===== config.mk =====
export PLATFORM = sky130hd
export DESIGN_NAME = sensor_trigger_sequencer_flat
export DESIGN_NICKNAME = d
export VERILOG_FILES = /design/src/rtl/sensor_trigger_sequencer_if.sv /design/src/rtl/sensor_trigger_sequencer.sv /design/src/flat_wrapper.sv
export SDC_FILE = /design/constraint.sdc
export NUM_CORES = 1
export LEC_CHECK = 0
export BUFFER_PORTS_ARGS = -buffer_cell sky130_fd_sc_hd__clkbuf_2
export CAP_MARGIN = 20
export CORE_MARGIN = 1.5
export CORE_UTILIZATION = 51
export CTS_CLUSTER_SIZE = 12
export DETAILED_ROUTE_END_ITERATION = 7
export PLACE_DENSITY = 0.85
export REMOVE_ABC_BUFFERS = 1
export SLEW_MARGIN = 20
export SYNTH_ARGS = -nofsm -noshare
export SYNTH_HDL_FRONTEND = slang
export SYNTH_SLANG_ARGS = --single-unit
export TNS_END_PERCENT = 5

===== constraint.sdc =====
create_clock -name clk -period 8.34 [get_ports clk]
set_clock_uncertainty 0.2 [all_clocks]
set_input_delay 0 -clock clk [delete_from_list [all_inputs] [get_ports clk]]
set_output_delay 0 -clock clk [all_outputs]
set_load 0.02 [all_outputs]

===== src/rtl/sensor_trigger_sequencer_if.sv =====
// Signal bundle between the trigger sequencer and its controller/sensor side.
// The slave modport is the sequencer; the master modport drives triggers, config and raw done levels.
`timescale 1ns/1ps
interface sensor_trigger_sequencer_if #(
  parameter int N_SENSORS = 10,
  parameter int CNT_W     = 16
);
  logic                         trigger;
  logic [N_SENSORS-1:0]         en_bits;
  logic [N_SENSORS*CNT_W-1:0]   start_delay;
  logic [CNT_W-1:0]             timeout_cycles;
  logic                         clear_flags;
  logic [N_SENSORS-1:0]         done_raw;
  logic [N_SENSORS-1:0]         sensor_start;
  logic [N_SENSORS-1:0]         done_latched;
  logic                         busy;
  logic                         seq_done;
  logic [N_SENSORS-1:0]         timeout_flags;
  logic                         overrun;

  modport slave (
    input  trigger, en_bits, start_delay, timeout_cycles, clear_flags, done_raw,
    output sensor_start, done_latched, busy, seq_done, timeout_flags, overrun
  );

  modport master (
    output trigger, en_bits, start_delay, timeout_cycles, clear_flags, done_raw,
    input  sensor_start, done_latched, busy, seq_done, timeout_flags, overrun
  );
endinterface


===== src/rtl/sensor_trigger_sequencer.sv =====
// Per-trigger sensor start sequencer: delayed start pulses, done-edge collection and a watchdog
// that forces stuck sensors done so the timing manager never stalls.
`timescale 1ns/1ps
module sensor_trigger_sequencer #(
  parameter int N_SENSORS = 10,
  parameter int CNT_W     = 16
) (
  input  logic clk,
  input  logic rst,
  sensor_trigger_sequencer_if.slave bus
);

  typedef enum logic [1:0] {IDLE, RUN, FINISH} state_e;

  localparam logic [CNT_W:0] ONE_EXT = (CNT_W+1)'(1);

  state_e               state, state_nxt;
  logic [CNT_W-1:0]     counter, counter_nxt;
  logic [N_SENSORS-1:0] active, active_nxt;
  logic [N_SENSORS-1:0] started, started_nxt;
  logic [N_SENSORS-1:0] done_q;
  logic [N_SENSORS-1:0] start_q, start_nxt;
  logic [N_SENSORS-1:0] done_l, done_nxt;
  logic [N_SENSORS-1:0] flags_q, flags_nxt;
  logic                 busy_q, busy_nxt;
  logic                 seq_q, seq_nxt;
  logic                 ovr_q, ovr_nxt;

  logic [N_SENSORS-1:0] rise, done_set, zero_dly, due;
  logic                 wdog;

  // A channel is due when the counter value seen on the next edge equals its delay.
  always_comb begin
    zero_dly = '0;
    due      = '0;
    for (int i = 0; i < N_SENSORS; i++) begin
      zero_dly[i] = (bus.start_delay[i*CNT_W +: CNT_W] == '0);
      due[i]      = active[i] & ~started[i] &
                    (({1'b0, counter} + ONE_EXT) == {1'b0, bus.start_delay[i*CNT_W +: CNT_W]});
    end
  end

  assign rise     = bus.done_raw & ~done_q;
  assign done_set = rise & active & started;
  assign wdog     = (state == RUN) && (bus.timeout_cycles != '0) && (counter == bus.timeout_cycles);

  always_comb begin
    state_nxt   = state;
    counter_nxt = counter;
    active_nxt  = active;
    started_nxt = started;
    start_nxt   = '0;
    done_nxt    = done_l;
    flags_nxt   = flags_q & ~{N_SENSORS{bus.clear_flags}};
    ovr_nxt     = ovr_q & ~bus.clear_flags;
    seq_nxt     = (state == FINISH);
    busy_nxt    = (state != IDLE);
    case (state)
      IDLE: begin
        if (bus.trigger) begin
          active_nxt  = bus.en_bits;
          done_nxt    = '0;
          counter_nxt = '0;
          started_nxt = bus.en_bits & zero_dly;
          start_nxt   = bus.en_bits & zero_dly;
          state_nxt   = (bus.en_bits == '0) ? FINISH : RUN;
        end
      end
      RUN: begin
        if (bus.trigger) ovr_nxt = 1'b1;
        if (counter != '1) counter_nxt = counter + CNT_W'(1);
        done_nxt = done_l | done_set;
        // A same-cycle done edge is already in done_nxt, so it is not flagged.
        if (wdog) begin
          flags_nxt = flags_nxt | (active & ~done_nxt);
          done_nxt  = done_nxt | active;
          state_nxt = FINISH;
        end else begin
          start_nxt   = due;
          started_nxt = started | due;
          if (&(done_nxt | ~active)) state_nxt = FINISH;
        end
      end
      FINISH: begin
        if (bus.trigger) ovr_nxt = 1'b1;
        state_nxt = IDLE;
      end
      default: state_nxt = IDLE;
    endcase
  end

  always_ff @(posedge clk or posedge rst) begin
    if (rst) begin
      state   <= IDLE;
      counter <= '0;
      active  <= '0;
      started <= '0;
      done_q  <= '0;
      start_q <= '0;
      done_l  <= '0;
      flags_q <= '0;
      busy_q  <= 1'b0;
      seq_q   <= 1'b0;
      ovr_q   <= 1'b0;
    end else begin
      state   <= state_nxt;
      counter <= counter_nxt;
      active  <= active_nxt;
      started <= started_nxt;
      done_q  <= bus.done_raw;
      start_q <= start_nxt;
      done_l  <= done_nxt;
      flags_q <= flags_nxt;
      busy_q  <= busy_nxt;
      seq_q   <= seq_nxt;
      ovr_q   <= ovr_nxt;
    end
  end

  assign bus.sensor_start  = start_q;
  assign bus.done_latched  = done_l;
  assign bus.busy          = busy_q;
  assign bus.seq_done      = seq_q;
  assign bus.timeout_flags = flags_q;
  assign bus.overrun       = ovr_q;

endmodule


===== src/flat_wrapper.sv =====
// flat-port wrapper written by rule: the top's interface ports become plain ports
module sensor_trigger_sequencer_flat 
#(
  parameter int N_SENSORS = 10,
  parameter int CNT_W     = 16
)
  (clk, rst, bus_trigger, bus_en_bits, bus_start_delay, bus_timeout_cycles, bus_clear_flags, bus_done_raw, bus_sensor_start, bus_done_latched, bus_busy, bus_seq_done, bus_timeout_flags, bus_overrun);
  sensor_trigger_sequencer_if #(.N_SENSORS(N_SENSORS), .CNT_W(CNT_W)) bus_i ();
  input  logic clk;
  input  logic rst;
  input wire logic [$bits(bus_i.trigger)-1:0] bus_trigger;
  input wire logic [$bits(bus_i.en_bits)-1:0] bus_en_bits;
  input wire logic [$bits(bus_i.start_delay)-1:0] bus_start_delay;
  input wire logic [$bits(bus_i.timeout_cycles)-1:0] bus_timeout_cycles;
  input wire logic [$bits(bus_i.clear_flags)-1:0] bus_clear_flags;
  input wire logic [$bits(bus_i.done_raw)-1:0] bus_done_raw;
  output wire logic [$bits(bus_i.sensor_start)-1:0] bus_sensor_start;
  output wire logic [$bits(bus_i.done_latched)-1:0] bus_done_latched;
  output wire logic [$bits(bus_i.busy)-1:0] bus_busy;
  output wire logic [$bits(bus_i.seq_done)-1:0] bus_seq_done;
  output wire logic [$bits(bus_i.timeout_flags)-1:0] bus_timeout_flags;
  output wire logic [$bits(bus_i.overrun)-1:0] bus_overrun;
  assign bus_i.trigger = bus_trigger;
  assign bus_i.en_bits = bus_en_bits;
  assign bus_i.start_delay = bus_start_delay;
  assign bus_i.timeout_cycles = bus_timeout_cycles;
  assign bus_i.clear_flags = bus_clear_flags;
  assign bus_i.done_raw = bus_done_raw;
  assign bus_sensor_start = bus_i.sensor_start;
  assign bus_done_latched = bus_i.done_latched;
  assign bus_busy = bus_i.busy;
  assign bus_seq_done = bus_i.seq_done;
  assign bus_timeout_flags = bus_i.timeout_flags;
  assign bus_overrun = bus_i.overrun;
  sensor_trigger_sequencer #(.N_SENSORS(N_SENSORS), .CNT_W(CNT_W)) u_core (.clk(clk), .rst(rst), .bus(bus_i));
endmodule

==> results.md <==
- Max Cap Violations: 0
- Max Fclk: 0.1869 GHz
- Share of the synthesized area in the top cell type: 28.26%
- Setup_tns: 0 ns
- CTS Hold Bufs: 56
- RSZ-0062 raised after global routing: no
- Initial Util: 51.88%
- Worst setup SP type: register
- Post-synth top cells: xnor2_1, nand2_1, dfrtp_1
- Clock transition at path regs: 0.06 ns
- Final setup fails: 0
- Fillers: 1101
- CTS tree: done
- Root Driver: clkbuf_16
- Pwr Density: 186.0 nW/um^2
- WS Path Type: register to register
- Die height: 121.6 um
- Num CTS Buffers: 9
- Crit Path Max Fanout: 16
- Count leader, synth: xnor2_1
- N_diodes: 0
- Sequential fraction of the synthesis area: 28.26%
- CP endpoint kind: register
- Cts repair resizes: 0
- Period minus WS final: 5.349 ns
- Tot GR Track Use: 39.75%
- CP required: 8.43 ns
- Number of synthesized register bits: 81
- First-pass GRT wire length: 44.35 mm
- Leak: 4.023 nW
- Area delta synth->final: 30.84%
- Peak VDD IR: 0.1093 mV
- Core Box Area: 13830 um^2
- Fin crit share: 64.14%
- Post-DP HPWL: 21.61 mm
- Hold Vio Cnt, Final: 0
- Fin. max-slew vios: 0
- Top cells by area, synth: dfrtp_1, xnor2_1, nor4_1, nand2_1, xor2_1
- Dominant synthesized flop cell: dfrtp_1
- Worst slew pin tran: 0.9983 ns
- Final Power: 0.001745 W
- Antenna Violating Nets Remaining: 0
- Via count: 8517
- DR pass1 iterations: 5
- Cell count after synthesis: 873
- Die X: 121.6 um
- Global route overflow: 0
- Clock Sink Count: 81
- Max Buffers Root-to-Sink: 2
- Layout cell share with drive strength beyond 1: 24.54%
- Slew Limit Headroom: 32.93%
- Residual DRC: 0
- Fin util: 67.88%
- Number of synthesized flops with an enable pin: 0
- Clk_lat worst skew: 0.35 ns
- Initial DRC Count: 1015
- Cell taking the most area after synthesis: dfrtp_1
- Largest net degree at the start of global routing: 82
- Worst hold path type: input pin to register
- Setup Buffers After CTS: 0
- Cell Rows: 43
- Initial antenna violation count: 0
- H-tree depth: 3
- Average size of a mapped cell: 8.217 um^2
- Syn. warnings: 0
- Boundary Pins: 233
- Post-synth ARST share: 100.0%
- Final wirelength: 29.57 mm
- Vias per cell: 6.428
- Placer's final routability congestion estimate: 1.090
- Die area: 14790 um^2
- Post-Syn Area: 7173 um^2
- DR WL/cell: 22.31 um
- Critical path data arrival time: 5.44 ns
- Vias in the first global route: 8150
- I/O Buffers: 232
- Nets: 1344
- Distinct cells, synth: 68
- Status: finished clean
-- final timing paths --
check / start / end / slack, ns / depth (start not counted)
min: bus_start_delay[143] / u_core.bus.sensor_start[8] / 0.01 / 5
max reg2reg: u_core.counter[0] / u_core.bus.sensor_start[9] / 2.99 / 11
max: u_core.counter[0] / u_core.bus.sensor_start[9] / 2.99 / 11
max in group asynchronous: rst / u_core.done_q[5] / 7.20 / 4
min reg2reg: u_core.state[1] / u_core.bus.seq_done / 0.33 / 1
min in group asynchronous: rst / u_core.bus.done_latched[1] / 0.17 / 4
-- routing by layer --
layer / global-route usage, % / share of wire (%)
met5: 0 / 0
met4: 21.84 / 5.7
met3: 10.07 / 12
met2: 62.25 / 45
met1: 50.25 / 37
-- layout by cell type (no fill, tap or decap), drive strengths merged, types with 19 or more instances in the layout --
cell,count
clkbuf,244
xnor2,154
nand2,97
dfrtp,81
nor4,68
dlygate4sd3,56
o21ai,48
nor2,47
xor2,32
inv,28
nand4,26
a21oi,25
nand3,22
nand3b,21
a31oi,21
nor3,19
-- cells by family after synthesis --
kind of cell	count (synthesis)	share of synthesized area [%]
xor gates and xnor gates	188	23.97
muxes	3	0.4186
buffers and inverters	75	4.326
DFF	81	28.26
and+or+nand+nor	356	27.40
AOI/OAI and AO/OA	166	14.93
adders and majority gates	4	0.6977
-- state kept, by name, summed over array words and instances, names as in the netlist, 2 cells and up --
signal                    cells
u_core.started               10
u_core.done_q                10
u_core.counter               16
u_core.bus.done_latched      10
u_core.active                10
u_core.bus.sensor_start      10
u_core.state                  2
u_core.bus.timeout_flags     10
-- power by group --
part | switching [W] | total [W] | internal [W]
clock | 0.000174 | 0.000476 | 0.000302
combinational | 0.000445 | 0.000715 | 0.000270
sequential | 0.0000900 | 0.000555 | 0.000465
total | 0.000708 | 0.00175 | 0.00104
-- area by class of cell --
type                            count  area (um^2)  share of cell area (%)
Sequential cell                    81         2027                   21.60
Tap cell                          180        225.2                   2.400
Inverter                           28        106.4                   1.133
Clock buffer                       12        246.5                   2.626
Clock inverter                      4        98.84                   1.053
Multi-Input combinational cell    717         4843                   51.61
Timing Repair Buffer              303         1838                   19.58
-- per-stage QoR --
stage	hold WS [ns]	worst slack, ns	cells	cell area, um^2
detailed placement	-0.07179	4.370	1253	8476
floorplan	-0.1686	4.779	826	6968
CTS	0.002374	3.137	1325	9382
global placement	-0.07209	4.501	1253	8476
finish	0.01344	2.991	1325	9385
global route	0.05325	2.695	1325	9385
-- worst max-delay path, stage by stage (launching register included) --
cell and delay (ns):
dfrtp_1 0.54, ha_1 0.45, nand3_2 0.43, nor4_2 0.63, xnor2_2 0.42, xnor2_1 0.24, nor4_1 0.34, dlygate4sd3_1 0.60
nand4_1 0.09, dlygate4sd3_1 0.61, o21ai_0 0.17, dlygate4sd3_1 0.58
Power figures use the tool's default switching activity.
